===== src/rtl/switch_bounce_gen.sv =====
// switch_bounce_gen
// Emulates a mechanical switch with contact bounce. When the commanded level
// i_level differs from the current output, the output toggles, then bounces
// 2*BOUNCES more times with pseudo-random gaps taken from a 16-bit Galois LFSR,
// so it always comes to rest at the commanded level. It then stays stable for
// HOLD cycles, after which a one-cycle o_done pulse is issued. Commanded level
// changes are ignored while a sequence is running.
//
// Parameters:
//   BOUNCES  - extra toggle pairs before the output settles (0..255)
//   GLITCH_W - width of the random gap field; gaps are 1..2^GLITCH_W cycles
//   HOLD     - stable cycles after the last gap before o_done (>= 1)
//   SEED     - LFSR seed; 0 is replaced by 16'hACE1 because 0 locks the LFSR
//
// Ports:
//   clk      - clock, all state updates on the rising edge
//   rst      - asynchronous active-high reset
//   i_level  - clean commanded switch level
//   o_bounce - bouncing switch output
//   o_busy   - high while bouncing or settling
//   o_done   - one-cycle pulse once the output has been stable for HOLD cycles

module switch_bounce_gen #(
  parameter int unsigned BOUNCES  = 2,
  parameter int unsigned GLITCH_W = 3,
  parameter int unsigned HOLD     = 8,
  parameter logic [15:0] SEED     = 16'hACE1
) (
  input  logic clk,
  input  logic rst,
  input  logic i_level,
  output logic o_bounce,
  output logic o_busy,
  output logic o_done
);

  localparam logic [15:0]       SEED_EFF   = (SEED == 16'h0000) ? 16'hACE1 : SEED;
  localparam logic [15:0]       TAPS       = 16'hB400;
  localparam logic [8:0]        TRANS_INIT = 9'(2 * BOUNCES);
  localparam logic [31:0]       HOLD_INIT  = 32'(HOLD);
  localparam logic [GLITCH_W:0] GAP_ONE    = (GLITCH_W + 1)'(1);

  typedef enum logic [1:0] {
    IDLE   = 2'b00,
    BOUNCE = 2'b01,
    SETTLE = 2'b10
  } state_t;

  state_t            state_q, state_d;
  logic              bounce_q, bounce_d;
  logic              busy_q, busy_d;
  logic              done_q, done_d;
  logic [8:0]        trans_q, trans_d;
  logic [GLITCH_W:0] gap_q, gap_d;
  logic [31:0]       hold_q, hold_d;
  logic [15:0]       lfsr_q, lfsr_d;

  logic [15:0]       lfsr_next;
  logic [GLITCH_W:0] gap_load;

  // Right-shifting Galois LFSR: the bit shifted out decides whether the taps
  // are folded back in. A non-zero state can never step to zero.
  assign lfsr_next = {1'b0, lfsr_q[15:1]} ^ (lfsr_q[0] ? TAPS : 16'h0000);

  // Gap length is taken from the LFSR state before it advances, offset by one
  // so that a zero field still gives a one-cycle gap.
  assign gap_load = {1'b0, lfsr_q[GLITCH_W-1:0]} + GAP_ONE;

  always_ff @(posedge clk or posedge rst) begin
    if (rst) begin
      state_q  <= IDLE;
      bounce_q <= 1'b0;
      busy_q   <= 1'b0;
      done_q   <= 1'b0;
      trans_q  <= '0;
      gap_q    <= '0;
      hold_q   <= '0;
      lfsr_q   <= SEED_EFF;
    end else begin
      state_q  <= state_d;
      bounce_q <= bounce_d;
      busy_q   <= busy_d;
      done_q   <= done_d;
      trans_q  <= trans_d;
      gap_q    <= gap_d;
      hold_q   <= hold_d;
      lfsr_q   <= lfsr_d;
    end
  end

  always_comb begin
    state_d  = state_q;
    bounce_d = bounce_q;
    busy_d   = busy_q;
    done_d   = 1'b0;
    trans_d  = trans_q;
    gap_d    = gap_q;
    hold_d   = hold_q;
    lfsr_d   = lfsr_q;

    case (state_q)
      IDLE: begin
        if (i_level != bounce_q) begin
          bounce_d = ~bounce_q;
          busy_d   = 1'b1;
          trans_d  = TRANS_INIT;
          gap_d    = gap_load;
          lfsr_d   = lfsr_next;
          state_d  = BOUNCE;
        end
      end

      BOUNCE: begin
        // A gap of zero cannot be loaded; treating it like one keeps the
        // machine from getting stuck if it ever appears.
        if (gap_q > GAP_ONE) begin
          gap_d = gap_q - GAP_ONE;
        end else if (trans_q != 9'd0) begin
          bounce_d = ~bounce_q;
          trans_d  = trans_q - 9'd1;
          gap_d    = gap_load;
          lfsr_d   = lfsr_next;
        end else begin
          hold_d  = HOLD_INIT;
          state_d = SETTLE;
        end
      end

      SETTLE: begin
        if (hold_q > 32'd1) begin
          hold_d = hold_q - 32'd1;
        end else begin
          hold_d  = '0;
          done_d  = 1'b1;
          busy_d  = 1'b0;
          state_d = IDLE;
        end
      end

      default: begin
        // Unused encoding: recover to IDLE, keep the output level.
        busy_d  = 1'b0;
        state_d = IDLE;
      end
    endcase
  end

  assign o_bounce = bounce_q;
  assign o_busy   = busy_q;
  assign o_done   = done_q;

endmodule


===== config.mk =====
export PLATFORM = sky130hd
export DESIGN_NAME = switch_bounce_gen
export DESIGN_NICKNAME = d
export VERILOG_FILES = /design/src/rtl/switch_bounce_gen.sv
export SDC_FILE = /design/constraint.sdc
export NUM_CORES = 1
export LEC_CHECK = 0
export CAP_MARGIN = 20
export CELL_PAD_IN_SITES_DETAIL_PLACEMENT = 0
export CELL_PAD_IN_SITES_GLOBAL_PLACEMENT = 2
export CORE_ASPECT_RATIO = 0.7
export CORE_MARGIN = 3
export CORE_UTILIZATION = 28
export CTS_BUF_LIST = sky130_fd_sc_hd__clkbuf_8
export DETAILED_ROUTE_END_ITERATION = 16
export GPL_TIMING_DRIVEN = 0
export PLACE_DENSITY = 0.7
export SLEW_MARGIN = 10
export SYNTH_ARGS = -nofsm -noshare
export SYNTH_HDL_FRONTEND = slang
export SYNTH_SLANG_ARGS = --single-unit

===== constraint.sdc =====
create_clock -name clk -period 3.1 [get_ports clk]
set_clock_uncertainty 0.15 [all_clocks]
set_input_delay 0.62 -clock clk [delete_from_list [all_inputs] [get_ports clk]]
set_output_delay 0.62 -clock clk [all_outputs]
set_load 0.005 [all_outputs]

==> run summary, run 1 <==
The run finished with clean final reports. The tools report the number of antenna violations at the first check in global routing as 0. The post-synthesis cell area was 0.003487 mm2; the max capacitance violation total was 0. In this run, CTS created clock tree buffers numbering 9. Number of buffer and inverter stages on the critical path: 1. Counting tap cells, the placed design contains a total of 546 instances. The arrival time of the worst setup path was 2.89 ns; the number of inserted diodes was 0. STA classifies the critical path startpoint as a flip-flop. Hold is met by 0.3035 ns. The layout-stage area growth over the synthesis result is 14.03%, and the worst path required time is 3.19 ns.

Broken down by cell family, the worst path's largest delay share belongs to simple AND/OR/NAND/NOR gates. The biggest cell delay along the critical path works out to 0.59 ns. The run gives 0 as the remaining number of nets flagged by the antenna check after routing.

For this run, the number of Yosys warnings is 0. In the final routed layout, each cell accounts on average for 15.72 um. The tree is rooted in a sky130_fd_sc_hd__clkbuf_8.

After synthesis the netlist holds a flip-flop and latch count of 66. The tools report the global router's overall resource usage as 0.1354. The first-pass detailed-route iteration total was 4.

Classification of the worst setup path: flip-flop to flip-flop. The static leakage was 1.772 nW; the count of port buffers added during placement was 5. For this block, the via count after detailed routing is 2,860. Setup violations remaining at the end of the flow were counted as 0.

The post-synthesis instance total is 383. In the final layout, the multi-input gates occupy 0.001727 mm2. In this run, synthesis inferred 0 flip-flops with an integrated enable.

The run gives 210 as the number of DRC markers in iteration 0. The level count of the clock H-tree came out at 3. For the number of placement rows, the log shows 33.

The logs give 0.2922 for the starting density of the core and 0.01385 mm2 for the full die area. CTS saw 66 sinks. The worst relative slew slack came out at 0.3441. The tools report the sequential cell area fraction in the yosys report as 0.4765.

Hold violation count in the final report: 0. Summing internal, switching and leakage power gives 3.719 mW. The number of standard cells in the layout, taps in and fillers out came out at 562. A synthesized cell averages 9.105 um2.

The congestion estimate from routability-driven global placement came to 0.7752. After global routing the overflow that remains totals 0. The share of the clock period used by the worst path after layout was 0.9027; the power share of the combinational group was 0.447. After filler insertion, the fill cell instance count of the layout stands at 1,201.

The routed design could run at a clock period as short as 2.798 ns. The run gives 0.07608 ns as the worst slack at placement. For this design the total switching power over the nets is 1.612 mW. Maximum ir drop on the vdd rail: 0.2445 mV. The signal on the critical path passes through inv_1 -> ha_1 -> or3b_2 -> nor2_1 -> nand4_1 -> and3_1 -> a211o_1. At the pin with the least slew margin, the transition time is 0.9686 ns. The total area inside the core boundary comes to 0.01193 mm2.

After clock tree synthesis, the clock-pin slew on the worst setup and hold paths is 0.08 ns. The number of unique standard cell types used by synthesis was 52; the vias per cell was 5.089. The switching part of the total was 0.4334. The share of final-layout standard cells stronger than drive strength 1 was 0.1160. The global-route wire length before repair is 14,920 um.

6 I/O pins were placed. The number of global-route vias before repair was 2,818; the clock latency on the worst-skew pair was 0.35 ns. The number of nets in the final layout was 409; the number of pins exceeding their max-slew limit in the final report was 0.

The number of nets handed over by synthesis was 392. The tools report the area occupied by registers as 0.001662 mm2. In this run the post-CTS setup repair buffer count came out at 0.

Setup repair after global routing left no endpoint under its margin. Based on the critical path, the design can be clocked at up to 0.3574 GHz. The buffer depth of the longest clock path was 2. The worst setup path is captured at a flip-flop.

The dominant synthesized flop cell was sky130_fd_sc_hd__dfrtp_1. The total wire length after detailed routing is 8836 um, and the largest net degree at the start of global routing is 57. The run gives 0.196 as the clock power share. The register share of total power was 0.358.

The final worst slack was 0.3017 ns; the post-synthesis async set-or-reset flop share was 1.000. The width of the die was 139.4 um; the largest fanout of any net on the critical path was 9. The number of design rule violations left after detail routing is 0.

On the critical path, the stage with the largest delay is an instance of sky130_fd_sc_hd__nor2_1. Cell internal power was estimated by the tool at 2.107 mW. The wire-length estimate of the detail-placed layout is 6210 um.

The path category of the worst min-delay check is flip-flop to flip-flop. TritonCTS built the clock tree. The power per cell area was 935.3 mW/mm2.

The die is 99.37 um tall.
[repair_timing]
action | in CTS | in global routing
gates resized for setup | 0 | 4
setup endpoints to repair | 0 | 19
hold buffers | 0 | 0
[layout make-up]
cell class | instances | area share
Buffer | 15 | 0.01731
Clock buffer | 14 | 0.04846
Clock inverter | 2 | 0.002203
Inverter | 11 | 0.01101
Multi-Input combinational cell | 291 | 0.4342
Sequential cell | 66 | 0.4179
Tap cell | 157 | 0.04940
Timing Repair Buffer | 6 | 0.01951
[worst min-delay path, stage by stage, from the launching register on]
cell	delay, ns
sky130_fd_sc_hd__dfstp_2	0.37
sky130_fd_sc_hd__nand2_1	0.05
sky130_fd_sc_hd__nand2_1	0.04
[power groups by stage]
stage / sequential [mW] / combinational (mW) / clock [mW]
2_1_floorplan: 1.28 / 1.24 / 0
3_3_place_gp: 1.33 / 1.64 / 0
3_5_place_dp: 1.34 / 1.66 / 0
4_1_cts: 1.33 / 1.66 / 0.757
5_1_grt: 1.37 / 1.89 / 0.798
6_report: 1.33 / 1.66 / 0.727
[state kept, by name, indices dropped and copies added, names as in the netlist]
name	flops
hold_q	32
lfsr_q	16
trans_q	9
gap_q	4
state_q	2
o_bounce	1
o_busy	1
o_done	1
[worst paths after layout]
path	from	to	slack (ns)	depth (start not counted)
min reg2reg	lfsr_q[6]	lfsr_q[6]	0.30	2
max in group asynchronous	rst	lfsr_q[0]	1.85	3
min in group asynchronous	rst	trans_q[4]	0.39	2
max reg2reg	hold_q[0]	hold_q[30]	0.30	7
max	hold_q[0]	hold_q[30]	0.30	7
min	lfsr_q[6]	lfsr_q[6]	0.30	2
[metal layers]
layer  track usage  up-vias  part of all wire
met1        0.2059     1365              0.57
met2        0.1797       41              0.38
li1              -     1441                 -
met3       0.04229       13             0.036
met5             0        -                 0
met4       0.04436        0             0.016
[placed cells by master, fill, tap and decap left out, types with 3 or more instances in the layout]
cell type and instances:
sky130_fd_sc_hd__mux2i_1 4, sky130_fd_sc_hd__o21ai_1 14, sky130_fd_sc_hd__or4_1 10, sky130_fd_sc_hd__nand3_1 10
sky130_fd_sc_hd__a21oi_1 20, sky130_fd_sc_hd__o21ai_0 16, sky130_fd_sc_hd__dfrtp_1 58, sky130_fd_sc_hd__nand2_1 66
sky130_fd_sc_hd__nor2_1 18, sky130_fd_sc_hd__or2_2 4, sky130_fd_sc_hd__ha_1 6, sky130_fd_sc_hd__dfstp_2 8
sky130_fd_sc_hd__inv_1 11, sky130_fd_sc_hd__nand2b_1 8, sky130_fd_sc_hd__nor3_1 15, sky130_fd_sc_hd__a21o_1 6
sky130_fd_sc_hd__clkbuf_1 7, sky130_fd_sc_hd__and3_1 3, sky130_fd_sc_hd__o211ai_1 3, sky130_fd_sc_hd__clkbuf_8 14
sky130_fd_sc_hd__nand4_1 9, sky130_fd_sc_hd__a31oi_1 4, sky130_fd_sc_hd__or4_4 3, sky130_fd_sc_hd__o31ai_1 8
sky130_fd_sc_hd__buf_2 6, sky130_fd_sc_hd__or3_1 15, sky130_fd_sc_hd__nor4_1 10, sky130_fd_sc_hd__clkdlybuf4s50_1 5
sky130_fd_sc_hd__xnor2_1 7
[cell families (layout without fill, tap and decap cells)]
group / Yosys count / in the layout / synth area share
AND/OR/NAND/NOR: 180 / 180 / 0.2670
buffers and inverters: 26 / 48 / 0.03122
flip-flops: 66 / 66 / 0.4765
XOR/XNOR: 8 / 8 / 0.02009
adder cells (fa/ha/maj): 6 / 6 / 0.02153
multiplexers: 5 / 5 / 0.01471
AO/OA/AOI/OAI: 92 / 92 / 0.1690
[metrics by stage]
step	area, um2	util	setup TNS, ns
6_report	3976	0.3332	0
5_1_grt	3976	0.3332	0
4_1_cts	3965	0.3323	0
3_5_place_dp	3764	0.3154	0
3_3_place_gp	3734	0.3129	-44.31
2_1_floorplan	3487	-	0
[Yosys cell counts (2+ instances only)]
library cell                count  share of area
sky130_fd_sc_hd__nand2_1       66          0.071
sky130_fd_sc_hd__dfrtp_1       58           0.42
sky130_fd_sc_hd__a21oi_1       21          0.030
sky130_fd_sc_hd__nor2_1        18          0.019
sky130_fd_sc_hd__o21ai_0       16          0.023
sky130_fd_sc_hd__nor3_1        15          0.022
sky130_fd_sc_hd__or3_1         15          0.027
sky130_fd_sc_hd__o21ai_1       14          0.020
sky130_fd_sc_hd__inv_1         11          0.012
sky130_fd_sc_hd__nor4_1        11          0.020
sky130_fd_sc_hd__nand3_1       10          0.014
sky130_fd_sc_hd__or4_1         10          0.022
sky130_fd_sc_hd__nand4_1        9          0.016
sky130_fd_sc_hd__clkbuf_1       8         0.0086
sky130_fd_sc_hd__dfstp_2        8          0.060
sky130_fd_sc_hd__nand2b_1       8          0.014
sky130_fd_sc_hd__o31ai_1        8          0.017
sky130_fd_sc_hd__xnor2_1        7          0.018
sky130_fd_sc_hd__a21o_1         6          0.013
sky130_fd_sc_hd__buf_2          6         0.0086
sky130_fd_sc_hd__ha_1           6          0.022
sky130_fd_sc_hd__a31oi_1        4         0.0072
sky130_fd_sc_hd__mux2i_1        4          0.011
sky130_fd_sc_hd__or2_2          4         0.0072
sky130_fd_sc_hd__and3_1         3         0.0054
sky130_fd_sc_hd__o211ai_1       3         0.0065
sky130_fd_sc_hd__or4_4          3         0.0097
sky130_fd_sc_hd__a22o_1         2         0.0050
sky130_fd_sc_hd__nand4b_1       2         0.0050
sky130_fd_sc_hd__nor3b_1        2         0.0043
sky130_fd_sc_hd__o22ai_1        2         0.0036
sky130_fd_sc_hd__o2bb2ai_1      2         0.0050
sky130_fd_sc_hd__o311ai_1       2         0.0050
Note: power is estimated with default switching activity, not from simulation.
==> inputs of run 2 (changes only) <==
--- a/config.mk
+++ b/config.mk
@@ -10,11 +10,11 @@
 export CELL_PAD_IN_SITES_GLOBAL_PLACEMENT = 2
 export CORE_ASPECT_RATIO = 0.7
 export CORE_MARGIN = 3
-export CORE_UTILIZATION = 28
+export CORE_UTILIZATION = 41
 export CTS_BUF_LIST = sky130_fd_sc_hd__clkbuf_8
 export DETAILED_ROUTE_END_ITERATION = 16
 export GPL_TIMING_DRIVEN = 0
-export PLACE_DENSITY = 0.7
+export PLACE_DENSITY = 0.92
 export SLEW_MARGIN = 10
 export SYNTH_ARGS = -nofsm -noshare
 export SYNTH_HDL_FRONTEND = slang
==> run 2 against run 1 <==
Effect of this change:
- final area fell by 2.4%
- sequential power barely moved
- fmax fell by 4.2%
- setup slack got worse by 0.12 ns
- critical path depth rose by 1
- utilization rose by 15 points
- total power fell by 2.5%
- via count rose by 1.5%
- clock power fell by 9.6%
- die area fell by 30%
- flip-flop and latch count did not move
- critical path type unchanged
==> run summary, run 2 (synthesis gave the netlist of run 1 again) <==
In this run the critical register-to-register path is launched from gap_q[0]. Routed wire length on met2: 3146 um (-5.9%). The cell depth of the worst flop-to-flop path was 8 (+1). The run gives 507 (-9.8%) as the number of standard cells in the layout, taps in and fillers out.

Grouping stages by cell kind, the critical path spends the most delay in simple AND/OR/NAND/NOR gates. The wire length on met3 was 358 um (+14%); the static leakage was 1.764 nW (-0.42%). The logs give 0 (unchanged) for the setup violation total in the final timing report and 0 (unchanged) for the quantity of hold-fixing buffers added after cts.

The number of pins exceeding their max-slew limit in the final report is 0 (unchanged), and the first-pass detailed-route iteration total is 4 (unchanged). The global-route wire length before repair was 14,560 um (-2.4%). The hold violation count in the final report is 0 (unchanged), and the maximum ir drop on the vdd rail is 0.3939 mV (+61%).

Vias per cell: 5.724 (+12%). From synthesis to final layout, the design area changed by 11.34%. The cell depth of the worst min-delay path is 2 (unchanged). The critical path goes through inv_1 -> ha_1 -> nor2_1 -> or4_1 -> or4_1 -> nand2_1 -> clkbuf_1 -> o21ai_1.

The max capacitance violation total was 0 (unchanged). Largest fanout of any net on the critical path: 10 (+1). The logs give 3.00 ns (+0.11 ns) for the arrival time of the worst setup path and 2,715 (-3.7%) for the number of global-route vias before repair. The worst setup path is of the flip-flop to flip-flop kind. Leaving out fill and tap cells, the most frequent cells in the layout are sky130_fd_sc_hd__nand2_1, sky130_fd_sc_hd__dfrtp_1, sky130_fd_sc_hd__a21oi_1.

The chip height is 83.16 um (-16%). The tools report the worst flop-to-flop path endpoint as hold_q[24]. The share of the clock period used by the worst path after layout came out at 0.9421 (+0.03946). The worst-margin pin slew is 0.7439 ns (-0.2247 ns). The share of final-layout standard cells stronger than drive strength 1 was 0.1133 (-0.002749).

For the top achievable clock speed, the log shows 0.3424 GHz (-4.2%). The full die area was 0.009665 mm2 (-30%); the sum of routed wire segments on met1 was 4641 um (-7.8%). Startpoint class of the critical path: a flip-flop. The starting density of the core is 0.4319 (+0.1397), and the number of buffer and inverter stages on the critical path is 2 (+1). Width of the die: 116.2 um (-17%). TritonCTS built the clock tree. The slowest stage of the critical path belongs to the cell sky130_fd_sc_hd__or4_1. The total vias in the final route is 2,902 (+1.5%), and the clock latency on the worst-skew pair is 0.36 ns (about the same). Final weighted congestion of routability-driven global placement: 0.8390 (+8.2%).

The number of DRC markers in iteration 0 was 203 (-3.3%); the biggest cell delay along the critical path was 0.57 ns (-0.02 ns). For the number of buffers added for setup after CTS, the log shows 0 (unchanged). The highest metal layer with signal wires was met4. Setup repair after global routing left no endpoint under its margin. The share of the core filled with cells in the final layout was 0.4809 (+0.1476); the number of nets in the final layout was 410 (+0.24%). The level count of the clock H-tree was 3 (unchanged); the number of inserted diodes was 0 (unchanged). The run finished with clean final reports. The clock period minus final worst setup slack was 2.921 ns (+0.1223 ns); the placed wire-length estimate was 5808 um (-6.5%). The final worst slack came out at 0.1794 ns (-0.1223 ns). Worst path required time: 3.18 ns (about the same). The number of placement rows came out at 27 (-18%). Number of flip-flops under the largest register name: 32 (unchanged). The global router's overall resource usage was 0.1940 (+0.05861); the power per cell area was 933.6 mW/mm2 (-0.18%).

The number of antenna violations at the first check in global routing came out at 0 (unchanged). The leftover overflow at the end of global routing is 0 (unchanged). Minimum setup slack among reg-to-reg paths: 0.18 ns (-0.12 ns). The tools report the number of design rule violations left after detail routing as 0 (unchanged). The remaining number of nets flagged by the antenna check after routing is 0 (unchanged). The worst hold path begins at lfsr_q[6]. The CTS root buffer was sky130_fd_sc_hd__clkbuf_8. Clock slew seen by the registers of the worst setup and hold paths: 0.07 ns (about the same). The logs give 0.008074 mm2 (-32%) for the core area and 0.1350 ns (+0.05889 ns) for the worst slack at placement. The detailed-route wire length per cell was 16.25 um (+3.4%); the number of instances in the placed design was 490 (-10%). The run gives 6 (unchanged) as the I/O pin total. The largest registers in the layout are hold_q (32), lfsr_q (16), trans_q (9). The clock buffer count from CTS is 9 (unchanged), and the buffer depth of the longest clock path is 2 (unchanged). The clock sink total is 66 (unchanged). Largest net degree at the start of global routing: 60 (+5.3%).

The tools report the worst hold endpoint as lfsr_q[6]. Counting stages on the worst path, the most repeated cell is sky130_fd_sc_hd__or4_1. Leaving out fill and tap cells, the most frequent cell in the layout is sky130_fd_sc_hd__nand2_1.

hold_q holds more flip-flops than any other register. The most critical setup path has its startpoint at gap_q[0]. The count of port buffers added during placement works out to 5 (unchanged).

The run gives 0.5022 (+0.1582) as the worst relative slew slack. STA classifies the critical path endpoint as a flip-flop. The total wire length after detailed routing came out at 8240 um (-6.7%).

The path category of the worst min-delay check is flip-flop to flip-flop.
## run 2: worst register-to-register path, stage by stage (launching register included)
cell and delay [ns]:
sky130_fd_sc_hd__dfrtp_1 0.40, sky130_fd_sc_hd__inv_1 0.11, sky130_fd_sc_hd__ha_1 0.20, sky130_fd_sc_hd__nor2_1 0.10
sky130_fd_sc_hd__or4_1 0.57, sky130_fd_sc_hd__or4_1 0.57, sky130_fd_sc_hd__nand2_1 0.13, sky130_fd_sc_hd__clkbuf_1 0.43
sky130_fd_sc_hd__o21ai_1 0.13
## run 2: layer usage
layer	vias to the layer above	track usage
met5	-	0
met4	0	0.05690
met3	8	0.05681
met2	44	0.2357
met1	1395	0.3211
li1	1455	-
## run 2: cell type report
class | count | area [um2]
Tap cell | 101 | 126.4
Multi-Input combinational cell | 291 | 1727
Clock inverter | 5 | 22.52
Clock buffer | 11 | 151.4
Sequential cell | 66 | 1662
Timing Repair Buffer | 7 | 82.58
Inverter | 11 | 43.79
Buffer | 15 | 67.56
Fill cell | 777 | 4192
## run 2: power by group
group / internal [mW] / total (mW) / switching, mW
logic: 0.597 / 1.64 / 1.05
clock network: 0.324 / 0.657 / 0.333
registers: 1.12 / 1.32 / 0.205
## run 2: through the flow
stage	area (um2)	TNS (ns)	hold slack [ns]	total power, mW
2_1_floorplan	3487	0	0.2846	2.522
3_3_place_gp	3664	-37.06	0.2920	2.919
6_report	3882	0	0.3035	3.625
5_1_grt	3882	0	0.3178	3.985
4_1_cts	3867	0	0.3054	3.631
3_5_place_dp	3694	0	0.2951	2.963
## run 2: repair_timing
action	CTS	global route
resized for setup	0	2
hold endpoints to repair	0	0
setup endpoints to repair	0	19
## run 2: worst max-delay path by stage
stage | slack (ns) | to | depth (start not counted)
2_1_floorplan | 0.62 | hold_q[24] | 8
3_5_place_dp | 0.13 | lfsr_q[0] | 8
4_1_cts | 0.13 | hold_q[24] | 7
6_report | 0.18 | hold_q[24] | 8
3_3_place_gp | -0.64 | hold_q[4] | 2
5_1_grt | 0.007 | hold_q[24] | 8
==> inputs of run 3 (changes only) <==
--- a/config.mk
+++ b/config.mk
@@ -6,7 +6,7 @@
 export NUM_CORES = 1
 export LEC_CHECK = 0
 export CAP_MARGIN = 20
-export CELL_PAD_IN_SITES_DETAIL_PLACEMENT = 0
+export CELL_PAD_IN_SITES_DETAIL_PLACEMENT = 1
 export CELL_PAD_IN_SITES_GLOBAL_PLACEMENT = 2
 export CORE_ASPECT_RATIO = 0.7
 export CORE_MARGIN = 3
==> run 3 against run 2 <==
Effect of this change:
- first-iteration DRC count grew 4.9%
- sequential power about the same
- die area unchanged
- critical path depth fell by 1
- via count rose by 2.3%
- largest power group unchanged
==> run summary, run 3 (synthesis gave the netlist of run 1 again) <==
The run finished with clean final reports. The tools report the number of DRC markers in iteration 0 as 213 (+4.9%). The minimum setup slack among reg-to-reg paths is 0.26 ns (+0.08 ns), and the maximum ir drop on the vdd rail is 0.4027 mV (+2.2%). The run gives 0 (unchanged) as the number of inserted diodes. For the clock latency on the worst-skew pair, the log shows 0.36 ns (about the same). The vias per cell is 5.870 (+2.5%). For the max capacitance violation total, the log shows 0 (unchanged).

The share of the clock period used by the worst path after layout was 0.9172 (-0.02496). The run gives 506 (-0.20%) as the number of standard cells in the layout, taps in and fillers out. The share of final-layout standard cells stronger than drive strength 1 came out at 0.1136 (+0.0002798). Top achievable clock speed: 0.3517 GHz (+2.7%).

The count of port buffers added during placement was 5 (unchanged); the clock slew seen by the registers of the worst setup and hold paths was 0.08 ns (about the same). The clock period minus final worst setup slack is 2.843 ns (-0.07737 ns), and the number of flip-flops under the largest register name is 32 (unchanged). TritonCTS built the clock tree. The run gives 60 (unchanged) as the largest net degree at the start of global routing. Startpoint of the lowest-slack hold path: lfsr_q[6]. Among all stages on the critical path, the largest delay is contributed by sky130_fd_sc_hd__nor2_1.

For the number of nets in the final layout, the log shows 410 (unchanged). The first-pass detailed-route iteration total came out at 4 (unchanged). The buffer depth of the longest clock path was 2 (unchanged); the placed wire-length estimate was 6391 um (+10%). The run gives 0 (unchanged) as the leftover overflow at the end of global routing.

The path class of the tightest hold or removal check is flip-flop to flip-flop. The top cell types in the final layout, fill and taps aside, are sky130_fd_sc_hd__nand2_1, sky130_fd_sc_hd__dfrtp_1, sky130_fd_sc_hd__a21oi_1. The number of global-route vias before repair was 3,024 (+11%); the number of instances in the placed design was 490 (unchanged).

Hold violation count in the final report: 0 (unchanged). The number of pins exceeding their max-slew limit in the final report is 0 (unchanged), and the biggest cell delay along the critical path is 0.58 ns (about the same). The worst hold endpoint is lfsr_q[6]. Ranked by flip-flop count, first place goes to hold_q. The run gives 0.4319 (unchanged) as the starting density of the core. Total vias in the final route: 2,970 (+2.3%). The tools report the full die area as 0.009665 mm2 (unchanged). The detailed-route wire length per cell came out at 17.96 um (+10%). Clock buffer count from CTS: 9 (unchanged). The cell sitting at the root of the clock tree is a sky130_fd_sc_hd__clkbuf_8.

The cell depth of the worst min-delay path came out at 2 (unchanged). The I/O pin total is 6 (unchanged), and the largest fanout of any net on the critical path is 9 (-1). Power per cell area: 955.1 mW/mm2 (+2.3%). The final weighted congestion of routability-driven global placement came out at 0.8390 (unchanged). The run gives 3.19 ns (about the same) as the worst path required time. The layout-stage area growth over the synthesis result is 11.45% (about the same), and the cell depth of the worst flop-to-flop path is 7 (-1). The global-route wire length before repair came out at 15,950 um (+9.5%). Classification of the worst setup path: flip-flop to flip-flop. In this run the critical register-to-register path is launched from hold_q[0].

The quantity of hold-fixing buffers added after cts is 0 (unchanged). The library cell used most frequently in the layout, excluding fill and tap cells, is sky130_fd_sc_hd__nand2_1. The worst relative slew slack came out at 0.5059 (+0.003651).

The signal on the critical path passes through inv_1 -> ha_1 -> or3b_2 -> nor2_1 -> nand4_1 -> and3_1 -> a211o_1. In this run the critical register-to-register path is captured at hold_q[30]. The run gives 0 ns (unchanged) as the setup total negative slack. The number of antenna violations at the first check in global routing came out at 0 (unchanged).

The number of inserted filler cells in the final layout is 945 (+22%). The setup violation total in the final timing report was 0 (unchanged); the remaining number of nets flagged by the antenna check after routing was 0 (unchanged). The largest registers in the layout are hold_q (32), lfsr_q (16), trans_q (9). For the clock sink total, the log shows 66 (unchanged).

Setup repair after global routing left no endpoint under its margin. The static leakage was 1.767 nW (+0.18%); the number of design rule violations left after detail routing was 0 (unchanged). The logs give 0.2097 (+0.01566) for the global router's overall resource usage and 27 (unchanged) for the number of placement rows. The level count of the clock H-tree is 3 (unchanged). The endpoint type of the worst setup path is a flip-flop. Chip height: 83.16 um (unchanged). STA classifies the critical path startpoint as a flip-flop. The core area was 0.008074 mm2 (unchanged); the worst-margin pin slew was 0.7377 ns (-0.006171 ns).

The width of the die is 116.2 um (unchanged), and the total wire length after detailed routing is 9087 um (+10%). For the arrival time of the worst setup path, the log shows 2.93 ns (-0.07 ns).
run 3: repair_timing:
item,CTS,global route
gates resized for setup,0,4
setup buffers,0,0
setup endpoints to repair,0,31
run 3: metal layers:
layer  global-route usage  share of wire  vias up
li1                     -              -     1446
met1               0.3299           0.51     1464
met2               0.2840           0.42       52
met3              0.06336          0.061        8
met4              0.03793         0.0069        0
met5                    0              0        -
run 3: area by class of cell:
type / count / area [um2] / area share
multi-input cells: 291 / 1727 / 0.4443
flip-flops and latches: 66 / 1662 / 0.4276
well taps: 101 / 126.4 / 0.03252
clock buffers: 9 / 123.9 / 0.03187
repair buffers: 7 / 82.58 / 0.02125
plain buffers: 15 / 68.82 / 0.01771
clock inverters: 6 / 52.55 / 0.01352
inverters: 11 / 43.79 / 0.01127
run 3: worst max-delay path by stage:
| stage | endpoint | from | depth (start not counted) | slack (ns) |
|---|---|---|---|---|
| after floorplan | hold_q[24] | gap_q[0] | 8 | 0.62 |
| after global placement | hold_q[4] | rst | 2 | -0.64 |
| after detailed placement | lfsr_q[2] | i_level | 8 | 0.07 |
| after CTS | hold_q[24] | hold_q[12] | 7 | 0.07 |
| after global routing | hold_q[12] | hold_q[0] | 7 | 0.03 |
| final | hold_q[30] | hold_q[0] | 7 | 0.26 |
run 3: per-stage QoR:
| stage | setup WS, ns | utilization | power (mW) | cell area, um2 | hold WS [ns] |
|---|---|---|---|---|---|
| after CTS | 0.06527 | 0.4793 | 3.714 | 3870 | 0.3064 |
| after floorplan | 0.6215 | - | 2.522 | 3487 | 0.2846 |
| final | 0.2568 | 0.4813 | 3.712 | 3886 | 0.3031 |
| after global routing | 0.02972 | 0.4813 | 4.060 | 3886 | 0.3365 |
| after global placement | -0.6426 | 0.4537 | 2.919 | 3664 | 0.2920 |
| after detailed placement | 0.06862 | 0.4575 | 2.997 | 3694 | 0.2958 |
run 3: power breakdown:
group / internal, mW / switching [mW] / leakage [nW] / total, mW
clock: 0.357 / 0.335 / 0.101 / 0.692
combinational: 0.599 / 1.09 / 0.814 / 1.68
sequential: 1.12 / 0.215 / 0.852 / 1.33
run 3: worst max-delay path: cells and delay by family, from the launching register on:
| family | cells | cell delay (ns) |
|---|---|---|
| compound gates | 1 | 0.26 |
| simple gates | 4 | 1.50 |
| flops | 1 | 0.46 |
| buf+inv | 1 | 0.09 |
| fa+ha+maj | 1 | 0.25 |
